**config.mk**
```make
export PLATFORM = sky130hd
export DESIGN_NAME = i2c_bus_frontend_flat
export DESIGN_NICKNAME = d
export VERILOG_FILES = /design/src/rtl/i2c_pkg.sv /design/src/rtl/i2c_bus_frontend_if.sv /design/src/rtl/i2c_glitch_filter.sv /design/src/rtl/i2c_bus_frontend.sv /design/src/flat_wrapper.sv
export SDC_FILE = /design/constraint.sdc
export NUM_CORES = 1
export LEC_CHECK = 0
export CAP_MARGIN = 20
export CORE_MARGIN = 4
export CORE_UTILIZATION = 50
export CTS_CLUSTER_SIZE = 25
export DETAILED_ROUTE_END_ITERATION = 16
export GPL_TIMING_DRIVEN = 0
export HOLD_SLACK_MARGIN = 0.06
export PLACE_DENSITY = 0.74
export RECOVER_POWER = 100
export REMOVE_ABC_BUFFERS = 1
export SETUP_SLACK_MARGIN = 0.5
export SYNTH_ARGS = -nofsm -noshare
export SYNTH_HDL_FRONTEND = slang
export SYNTH_SLANG_ARGS = --single-unit
```
**constraint.sdc**
```tcl
create_clock -name sys_clk -period 4.4 [get_ports sys_clk]
set_clock_uncertainty 0.05 [all_clocks]
set_input_delay 1.32 -clock sys_clk [delete_from_list [all_inputs] [get_ports sys_clk]]
set_output_delay 1.32 -clock sys_clk [all_outputs]
set_load 0.01 [all_outputs]
```
**src/rtl/i2c_pkg.sv**
```systemverilog
// Shared I2C definitions: bus-state encoding, bit-counter width and
// ACK/NACK line levels used by the bus front end and the slave FSM.
package i2c_pkg;

  typedef enum logic {
    BUS_IDLE   = 1'b0,
    BUS_ACTIVE = 1'b1
  } busState_e;

  // Bit counter spans 0..8: eight data bits plus the ACK slot
  localparam int CNT_W = 4;
  localparam logic [CNT_W-1:0] LAST_DATA_BIT = CNT_W'(7);
  localparam logic [CNT_W-1:0] ACK_SLOT      = CNT_W'(8);

  // Open-drain levels: a released line reads high, which is also a NACK
  localparam logic LINE_IDLE  = 1'b1;
  localparam logic ACK_LEVEL  = 1'b0;
  localparam logic NACK_LEVEL = 1'b1;

endpackage

```
**src/rtl/i2c_bus_frontend_if.sv**
```systemverilog
// Pad inputs and decoded bus events of the I2C front end.
// master: the front end itself; slave: the consumer of its events.
interface i2c_bus_frontend_if;
  logic       scl_in;
  logic       sda_in;
  logic       scl_f;
  logic       sda_f;
  logic       scl_rise;
  logic       scl_fall;
  logic       start_det;
  logic       rstart_det;
  logic       stop_det;
  logic       bus_busy;
  logic       bit_valid;
  logic       bit_data;
  logic       byte_valid;
  logic [7:0] byte_data;
  logic       ack_valid;
  logic       ack_bit;

  modport master (
    input  scl_in, sda_in,
    output scl_f, sda_f, scl_rise, scl_fall, start_det, rstart_det, stop_det,
           bus_busy, bit_valid, bit_data, byte_valid, byte_data, ack_valid, ack_bit
  );

  modport slave (
    output scl_in, sda_in,
    input  scl_f, sda_f, scl_rise, scl_fall, start_det, rstart_det, stop_det,
           bus_busy, bit_valid, bit_data, byte_valid, byte_data, ack_valid, ack_bit
  );
endinterface

```
**src/rtl/i2c_glitch_filter.sv**
```systemverilog
// Per-line glitch filter: the output follows the input only after it has
// disagreed for FILTER_CYCLES consecutive samples. Built only when
// I2C_GLITCH_FILTER_EN is defined; otherwise the line passes straight through.
module i2c_glitch_filter
  import i2c_pkg::*;
#(
  parameter int FILTER_CYCLES = 3
) (
  input  logic clk,
  input  logic rst,
  input  logic lineIn,
  output logic lineOut
);

`ifdef I2C_GLITCH_FILTER_EN
  logic [3:0] runCnt;

  // Commit the new level on the FILTER_CYCLES-th disagreeing sample; any agreeing sample restarts the run
  always_ff @(posedge clk or posedge rst) begin
    if (rst) begin
      lineOut <= LINE_IDLE;
      runCnt  <= '0;
    end else if (lineIn == lineOut) begin
      runCnt <= '0;
    end else if (runCnt == 4'(FILTER_CYCLES - 1)) begin
      lineOut <= lineIn;
      runCnt  <= '0;
    end else begin
      runCnt <= runCnt + 4'd1;
    end
  end
`else
  // Bypass: clock, reset and threshold are intentionally left without effect
  logic [5:0] unusedCfg;
  assign unusedCfg = {clk, rst, 4'(FILTER_CYCLES)};
  assign lineOut   = lineIn;
`endif

endmodule

```
**src/rtl/i2c_bus_frontend.sv**
```systemverilog
// I2C bus front end: synchronises and filters SCL/SDA, detects START,
// repeated START and STOP, and deserialises bits, bytes and the ACK slot.
// Optional glitch filtering is enabled by defining I2C_GLITCH_FILTER_EN.
module i2c_bus_frontend
  import i2c_pkg::*;
#(
  parameter int SYNC_STAGES   = 2,
  parameter int FILTER_CYCLES = 3
) (
  input logic               sys_clk,
  input logic               sys_rst,
  i2c_bus_frontend_if.master bus
);

  logic [SYNC_STAGES-1:0] sclSync;
  logic [SYNC_STAGES-1:0] sdaSync;
  logic                   sclFilt;
  logic                   sdaFilt;
  logic                   sclPrev;
  logic                   sdaPrev;
  busState_e              state;
  logic [CNT_W-1:0]       bitCnt;
  logic [7:0]             shiftReg;

  // Metastability chains; reset to the released (high) bus level
  always_ff @(posedge sys_clk or posedge sys_rst) begin
    if (sys_rst) begin
      sclSync <= '1;
      sdaSync <= '1;
    end else begin
      sclSync <= {sclSync[SYNC_STAGES-2:0], bus.scl_in};
      sdaSync <= {sdaSync[SYNC_STAGES-2:0], bus.sda_in};
    end
  end

  i2c_glitch_filter #(.FILTER_CYCLES(FILTER_CYCLES)) sclFilter (
    .clk(sys_clk), .rst(sys_rst), .lineIn(sclSync[SYNC_STAGES-1]), .lineOut(sclFilt)
  );

  i2c_glitch_filter #(.FILTER_CYCLES(FILTER_CYCLES)) sdaFilter (
    .clk(sys_clk), .rst(sys_rst), .lineIn(sdaSync[SYNC_STAGES-1]), .lineOut(sdaFilt)
  );

  assign bus.scl_f    = sclFilt;
  assign bus.sda_f    = sdaFilt;
  assign bus.bus_busy = (state == BUS_ACTIVE);

  // START/STOP need SCL high in both the previous and current sample, so a
  // simultaneous SCL/SDA change never qualifies
  logic startEv;
  logic stopEv;
  logic riseEv;
  assign startEv = sclPrev & sclFilt & sdaPrev & ~sdaFilt;
  assign stopEv  = sclPrev & sclFilt & ~sdaPrev & sdaFilt;
  assign riseEv  = ~sclPrev & sclFilt;

  // Previous filtered levels and registered SCL edge pulses
  always_ff @(posedge sys_clk or posedge sys_rst) begin
    if (sys_rst) begin
      sclPrev      <= LINE_IDLE;
      sdaPrev      <= LINE_IDLE;
      bus.scl_rise <= 1'b0;
      bus.scl_fall <= 1'b0;
    end else begin
      sclPrev      <= sclFilt;
      sdaPrev      <= sdaFilt;
      bus.scl_rise <= riseEv;
      bus.scl_fall <= sclPrev & ~sclFilt;
    end
  end

  // Bus-state FSM with bit/byte/ACK deserialiser; all event outputs registered
  always_ff @(posedge sys_clk or posedge sys_rst) begin
    if (sys_rst) begin
      state          <= BUS_IDLE;
      bitCnt         <= '0;
      shiftReg       <= '0;
      bus.start_det  <= 1'b0;
      bus.rstart_det <= 1'b0;
      bus.stop_det   <= 1'b0;
      bus.bit_valid  <= 1'b0;
      bus.bit_data   <= 1'b0;
      bus.byte_valid <= 1'b0;
      bus.byte_data  <= '0;
      bus.ack_valid  <= 1'b0;
      bus.ack_bit    <= ACK_LEVEL;
    end else begin
      bus.start_det  <= 1'b0;
      bus.rstart_det <= 1'b0;
      bus.stop_det   <= 1'b0;
      bus.bit_valid  <= 1'b0;
      bus.byte_valid <= 1'b0;
      bus.ack_valid  <= 1'b0;
      case (state)
        BUS_IDLE: begin
          if (startEv) begin
            state         <= BUS_ACTIVE;
            bus.start_det <= 1'b1;
            bitCnt        <= '0;
          end else if (stopEv) begin
            bus.stop_det <= 1'b1;
          end
        end
        BUS_ACTIVE: begin
          if (startEv) begin
            bus.rstart_det <= 1'b1;
            bitCnt         <= '0;
          end else if (stopEv) begin
            state        <= BUS_IDLE;
            bus.stop_det <= 1'b1;
            bitCnt       <= '0;
          end else if (riseEv) begin
            bus.bit_valid <= 1'b1;
            bus.bit_data  <= sdaFilt;
            if (bitCnt == ACK_SLOT) begin
              bus.ack_valid <= 1'b1;
              bus.ack_bit   <= sdaFilt;
              bitCnt        <= '0;
            end else begin
              shiftReg <= {shiftReg[6:0], sdaFilt};
              if (bitCnt == LAST_DATA_BIT) begin
                bus.byte_valid <= 1'b1;
                bus.byte_data  <= {shiftReg[6:0], sdaFilt};
              end
              bitCnt <= bitCnt + CNT_W'(1);
            end
          end
        end
        default: state <= BUS_IDLE;
      endcase
    end
  end

endmodule

```
**src/flat_wrapper.sv**
```systemverilog
// flat-port wrapper written by rule: the top's interface ports become plain ports
module i2c_bus_frontend_flat import i2c_pkg::*;
#(
  parameter int SYNC_STAGES   = 2,
  parameter int FILTER_CYCLES = 3
)
  (sys_clk, sys_rst, bus_scl_in, bus_sda_in, bus_scl_f, bus_sda_f, bus_scl_rise, bus_scl_fall, bus_start_det, bus_rstart_det, bus_stop_det, bus_bus_busy, bus_bit_valid, bus_bit_data, bus_byte_valid, bus_byte_data, bus_ack_valid, bus_ack_bit);
  i2c_bus_frontend_if bus_i ();
  input logic sys_clk;
  input logic sys_rst;
  input wire logic [$bits(bus_i.scl_in)-1:0] bus_scl_in;
  input wire logic [$bits(bus_i.sda_in)-1:0] bus_sda_in;
  output wire logic [$bits(bus_i.scl_f)-1:0] bus_scl_f;
  output wire logic [$bits(bus_i.sda_f)-1:0] bus_sda_f;
  output wire logic [$bits(bus_i.scl_rise)-1:0] bus_scl_rise;
  output wire logic [$bits(bus_i.scl_fall)-1:0] bus_scl_fall;
  output wire logic [$bits(bus_i.start_det)-1:0] bus_start_det;
  output wire logic [$bits(bus_i.rstart_det)-1:0] bus_rstart_det;
  output wire logic [$bits(bus_i.stop_det)-1:0] bus_stop_det;
  output wire logic [$bits(bus_i.bus_busy)-1:0] bus_bus_busy;
  output wire logic [$bits(bus_i.bit_valid)-1:0] bus_bit_valid;
  output wire logic [$bits(bus_i.bit_data)-1:0] bus_bit_data;
  output wire logic [$bits(bus_i.byte_valid)-1:0] bus_byte_valid;
  output wire logic [$bits(bus_i.byte_data)-1:0] bus_byte_data;
  output wire logic [$bits(bus_i.ack_valid)-1:0] bus_ack_valid;
  output wire logic [$bits(bus_i.ack_bit)-1:0] bus_ack_bit;
  assign bus_i.scl_in = bus_scl_in;
  assign bus_i.sda_in = bus_sda_in;
  assign bus_scl_f = bus_i.scl_f;
  assign bus_sda_f = bus_i.sda_f;
  assign bus_scl_rise = bus_i.scl_rise;
  assign bus_scl_fall = bus_i.scl_fall;
  assign bus_start_det = bus_i.start_det;
  assign bus_rstart_det = bus_i.rstart_det;
  assign bus_stop_det = bus_i.stop_det;
  assign bus_bus_busy = bus_i.bus_busy;
  assign bus_bit_valid = bus_i.bit_valid;
  assign bus_bit_data = bus_i.bit_data;
  assign bus_byte_valid = bus_i.byte_valid;
  assign bus_byte_data = bus_i.byte_data;
  assign bus_ack_valid = bus_i.ack_valid;
  assign bus_ack_bit = bus_i.ack_bit;
  i2c_bus_frontend #(.SYNC_STAGES(SYNC_STAGES), .FILTER_CYCLES(FILTER_CYCLES)) u_core (.sys_clk(sys_clk), .sys_rst(sys_rst), .bus(bus_i));
endmodule
```
Word-level counts from Yosys, hierarchy flattened
Cells that the tools add are included.
{ "word_totals": {"ff_bits": 36, "latch_bits": 0, "ramBits": 0, "mem_bits_ro": 0, "inputBits": 4, "mem_count": 0} }
{ "classes": {"addsub": 1, "mul": 0, "div": 0, "order_cmp": 0, "n_eq_ne": 4, "shift": 0, "n_mux": 29, "bitwise_logic": 15, "reduce_logical": 5} }
{ "ops": {"columns": ["operator", "n"], "rows": [
  ["$mux W1", 22],
  ["$mux W4", 5],
  ["$reduce_and A5 Y1", 2],
  ["$not A1 Y1", 8],
  ["$pmux W4 S2", 1],
  ["$and A1 B1 Y1", 7],
  ["$reduce_and A6 Y1", 1],
  ["$add A4 B1 Y4 const B", 1],
  ["$eq A4 B3 Y1 const B", 1],
  ["$eq A4 B4 Y1 const B", 1],
  ["$ne A4 B4 Y1 const B", 1],
  ["$reduce_and A4 Y1", 1],
  ["$ne A2 B1 Y1 const B", 1],
  ["$pmux W1 S2", 1],
  ["$reduce_and A2 Y1", 1]
]} }

Depth between registers and ports, before layout
{ "logic_depth": {"depth_word": 7, "depth_mapped": 6, "depth_no_buf": 6} }

By module
Synthesis repeated with hierarchy kept, for this count alone.
{ "hier_totals": {"cells_unflattened": 96, "hier_area_um2": 1402.6} }
{ "by_module_without_submodules": {"columns": ["module", "instances", "cells_per_inst", "area_each_um2", "seq_area_each_um2"], "rows": [
  ["i2c_bus_frontend", 1, 94, 1387.6, 908.4],
  ["i2c_glitch_filter", 2, 1, 7.5, 0.0]
]} }

Worst setup path before layout
Ideal clock, no wire load.
{ "synth_path": {"kind": "register to output", "start": "reg u_core.sdaSync[1]", "end": "out bus_sda_f", "arrival_time_ns": 0.581, "required_ns": 3.030, "path_slack_ns": 2.449, "stages_incl_launch_ff": 1, "path_buffers": 0, "cell_sequence": "dfstp_2"} }
{ "synth_rtl": {"columns": ["element", "line_no", "text"], "rows": [
  ["from (decl)", "i2c_bus_frontend.sv:16", "logic [SYNC_STAGES-1:0] sdaSync;"],
  ["from (signal assigned)", "i2c_bus_frontend.sv:32", "sdaSync <= {sdaSync[SYNC_STAGES-2:0], bus.sda_in};"],
  ["to (decl)", "flat_wrapper.sv:14", "output wire logic [$bits(bus_i.sda_f)-1:0] bus_sda_f;"]
]} }
No word-level cell between the ends.

Worst setup path after layout
{ "layout_path": {"start": "reg u_core.sdaSync[1]", "end": "out bus_sda_f"} }
No word-level cell between the ends.

==> summary.md <==
| Metric | Value |
|---|---|
| Status | `completed` |
| Fin util | `0.652` |
| Critical path class | `flop to output port` |
| Leakage power summed over all cells | `0.825 nW` |
| Wire length of the first global-routing pass | `3370 microns` |
| Count of warnings emitted by yosys | `0` |
| Total power divided by cell area | `501 mW/mm^2` |
| CTS sink cnt | `36` |
| Worst hold path type | `flop to flop` |
| CTS tree | `yes` |
| Synthesized netlist cell count | `93` |
| Via count | `778` |
| Cell family contributing the most delay on the critical path | `flip-flops` |
| Dominant cells by area after synthesis | `sky130_fd_sc_hd__dfrtp_1 54%, sky130_fd_sc_hd__dfstp_2 11%, sky130_fd_sc_hd__mux2_4 8.7%, sky130_fd_sc_hd__mux2_2 5.7%, sky130_fd_sc_hd__ha_1 1.8%` |
| Max_slew headroom | `0.144` |
| Critical path, cell by cell | `dlygate4sd3_1` |
| Maximum buffer depth of the clock tree | `2` |
| Mapped cell area | `0.00139 sq mm` |
| Slowest-stage cell, CP | `sky130_fd_sc_hd__dfstp_1` |
| Final RePlAce weighted congestion | `0.710` |
| Crit path largest cell delay | `0.68 ns` |
| Critical path peak fanout | `8` |
| Setup tns final | `0 ns` |
| Detail Route Antenna Nets | `0` |
| Count of cell types in the netlist | `29` |
| Total number of H-tree levels | `2` |
| Kind of end point of the critical path | `output port` |
| Setup crit start kind | `flop` |
| FF+latch area | `908 sq um` |
| Die footprint | `0.00368 sq mm` |
| Switching power of the nets | `0.000226 W` |
| Total of max-cap violations | `0` |
| Routed wire per std cell | `13.3 microns` |
| Gr usage total | `0.129` |
| Ports placed on the boundary | `25` |
| Clock slew at reported path FFs | `0.09 ns` |
| Setup repair after global routing missed its margin | `false` |
| Area inside the core boundary | `0.00257 sq mm` |
| Combined area of the multi-input logic cells | `399 sq um` |
| Sequential share of the synthesized area | `0.655` |
| TritonCTS buffer count | `5` |
| Worst-case vdd ir drop | `0.369 mV` |
| WP data required | `3.03 ns` |
| Cell row count | `18` |
| Ranking of synthesized cells by instance count | `30 x sky130_fd_sc_hd__dfrtp_1, 8 x sky130_fd_sc_hd__mux2_4, 7 x sky130_fd_sc_hd__mux2_2` |
| Initial standard-cell utilization of the core | `0.540` |
| Share of the clock period used by the worst path | `0.688` |
| Number of antenna cells inserted | `0` |
| Max-slew violation count | `0` |
| Post-layout min period | `3.03 ns` |
| Pint | `0.000612 W` |
| Min-Delay Startpoint | `u_core.sdaSync[0]$_DFF_PP1_` |
| Max Clk Rate | `0.330 GHz` |
| Number of buffers inserted for hold repair after clock tree synthesis | `0` |
| Remaining global-route overflow | `0` |
| Switching share of power | `0.270` |
| Die width | `60.7 microns` |
| Final number of setup-violating endpoints | `0` |
| Vias in the first global route | `757` |
| Proportion of synthesized flip-flops having asynchronous set or reset | `1.00` |
| Post-synthesis sequential element count | `36` |
| Share of the synthesized area in the top cell type | `0.542` |
| Number of buffers inserted to repair setup after CTS | `0` |
| WL final | `2030 microns` |
| Pin count of the biggest net entering global routing | `23` |
| Number of synthesized flops with an enable pin | `0` |
| Cell type with the highest aggregate area in the netlist | `sky130_fd_sc_hd__dfrtp_1` |
| Detailed Route Iter0 Violations | `11` |
| Worst-Margin Slew | `1.27 ns` |
| Most used flip-flop cell after synthesis | `sky130_fd_sc_hd__dfrtp_1` |
| Latest clock arrival within the worst-skew pair | `0.33 ns` |
| Per-cell via count in the routed design | `5.08` |
| Relative area change from synthesis to final layout | `20.8%` |
| Sequential cell fraction of total power | `0.557` |
| HPWL after detailed placement | `1470 microns` |
| Combinational share of power | `0.221` |
| Arrival time at the worst endpoint | `1.66 ns` |
| Number of instances resized during post-cts repair | `0` |
| Number of antenna violations at the first check in global routing | `0` |
| Number of buffer and inverter instances along the worst setup path | `1` |
| Drt first pass iters | `4` |
| Power share of the clock group | `0.222` |
| Nets | `129` |
| # port buffers | `24` |
| Filler cells | `202` |
| Clock root buffer | `sky130_fd_sc_hd__clkbuf_4` |
| Total DRC errors in the routed layout | `0` |
| Vertical die dimension | `60.7 microns` |
| Syn_area_per_cell | `14.9 sq um` |
| Fraction of final layout cells with drive strength greater than 1 | `0.179` |
| Crit path launch | `u_core.sdaSync[1]$_DFF_PP1_` |
| Startpoint of the most critical register-to-register path | `u_core.bitCnt[0]$_DFFE_PP0P_` |
| Most common cell in the synthesized netlist | `sky130_fd_sc_hd__dfrtp_1` |
| Number of hold violations in the final report | `0` |
-- state kept, by name, summed over array words and instances, names as in the netlist, 2 cells and up --
register and flops:
u_core.bitCnt 4, u_core.bus.byte_data 8, u_core.sclSync 2, u_core.sdaSync 2, u_core.shiftReg 7
-- final timing paths --
path | end | slack (ns) | cells after the start
min in group asynchronous | u_core.bus.ack_valid$_DFF_PP0_ | 1.40 | 2
hold / removal | u_core.sdaSync[1]$_DFF_PP1_ | 0.32 | 0
setup / recovery | bus_sda_f | 1.37 | 1
max in group asynchronous | u_core.bitCnt[2]$_DFFE_PP0P_ | 1.49 | 3
hold reg to reg | u_core.sdaSync[1]$_DFF_PP1_ | 0.32 | 0
setup reg to reg | u_core.shiftReg[2]$_DFFE_PP0P_ | 2.09 | 5
-- stage by stage --
stage	instances	power, W	worst slack, ns	instance area [sq um]	hold slack, ns
finish	153	0.000838	1.37	1670	0.316
floorplan	91	0.000603	2.24	1370	0.295
detailed placement	146	0.000710	1.88	1680	0.299
global route	153	0.000891	1.16	1670	0.328
CTS	153	0.000899	1.51	1740	0.312
global placement	145	0.000696	1.52	1650	0.297
-- cell usage in the layout (no fill, tap or decap), types with 2 or more instances in the layout --
cell                            instances
sky130_fd_sc_hd__dfrtp_1               30
sky130_fd_sc_hd__dlygate4sd3_1         24
sky130_fd_sc_hd__mux2_1                 8
sky130_fd_sc_hd__mux2_2                 7
sky130_fd_sc_hd__o21ai_0                6
sky130_fd_sc_hd__nand2_1                5
sky130_fd_sc_hd__clkbuf_4               5
sky130_fd_sc_hd__inv_1                  4
sky130_fd_sc_hd__dfstp_2                4
sky130_fd_sc_hd__nor2b_1                2
sky130_fd_sc_hd__nor3_1                 2
sky130_fd_sc_hd__a31oi_1                2
sky130_fd_sc_hd__nand3_1                2
sky130_fd_sc_hd__xor2_1                 2
sky130_fd_sc_hd__nor2_1                 2
sky130_fd_sc_hd__ha_1                   2
sky130_fd_sc_hd__clkbuf_8               2
sky130_fd_sc_hd__dfstp_1                2
-- layer usage --
layer / GRT usage / routed length (microns) / up-vias
met3: 0.0660 / 143 / 4
met5: 0 / 0 / -
li1: - / - / 377
met1: 0.151 / 962 / 373
met4: 0.0557 / 33 / 0
met2: 0.202 / 889 / 24
-- area by class of cell --
class                   instances  share of cell area
well taps                      30              0.0224
clock buffers                   7              0.0389
inverters                       5              0.0120
multi-input cells              50               0.238
flip-flops and latches         36               0.543
repair buffers                 25               0.146
-- cells by family (layout without fill, tap and decap cells) --
family | count (synthesis) | in the layout | synth area share
adder cells (fa/ha/maj) | 2 | 2 | 0.0180
multiplexers | 15 | 15 | 0.144
AO/OA/AOI/OAI | 13 | 13 | 0.0641
AND/OR/NAND/NOR | 18 | 18 | 0.0794
flip-flops | 36 | 36 | 0.655
buffers and inverters | 7 | 37 | 0.0271
XOR/XNOR | 2 | 2 | 0.0126
-- power by group through the flow --
| stage | sequential [W] | clock, W | combinational, W |
|---|---|---|---|
| 2_1_floorplan | 0.000484 | 0 | 0.000119 |
| 4_1_cts | 0.000474 | 0.000195 | 0.000230 |
| 3_3_place_gp | 0.000475 | 0 | 0.000221 |
| 6_report | 0.000467 | 0.000186 | 0.000185 |
| 5_1_grt | 0.000480 | 0.000208 | 0.000203 |
| 3_5_place_dp | 0.000481 | 0 | 0.000229 |
No activity file was read; power rests on OpenSTA's default activity.
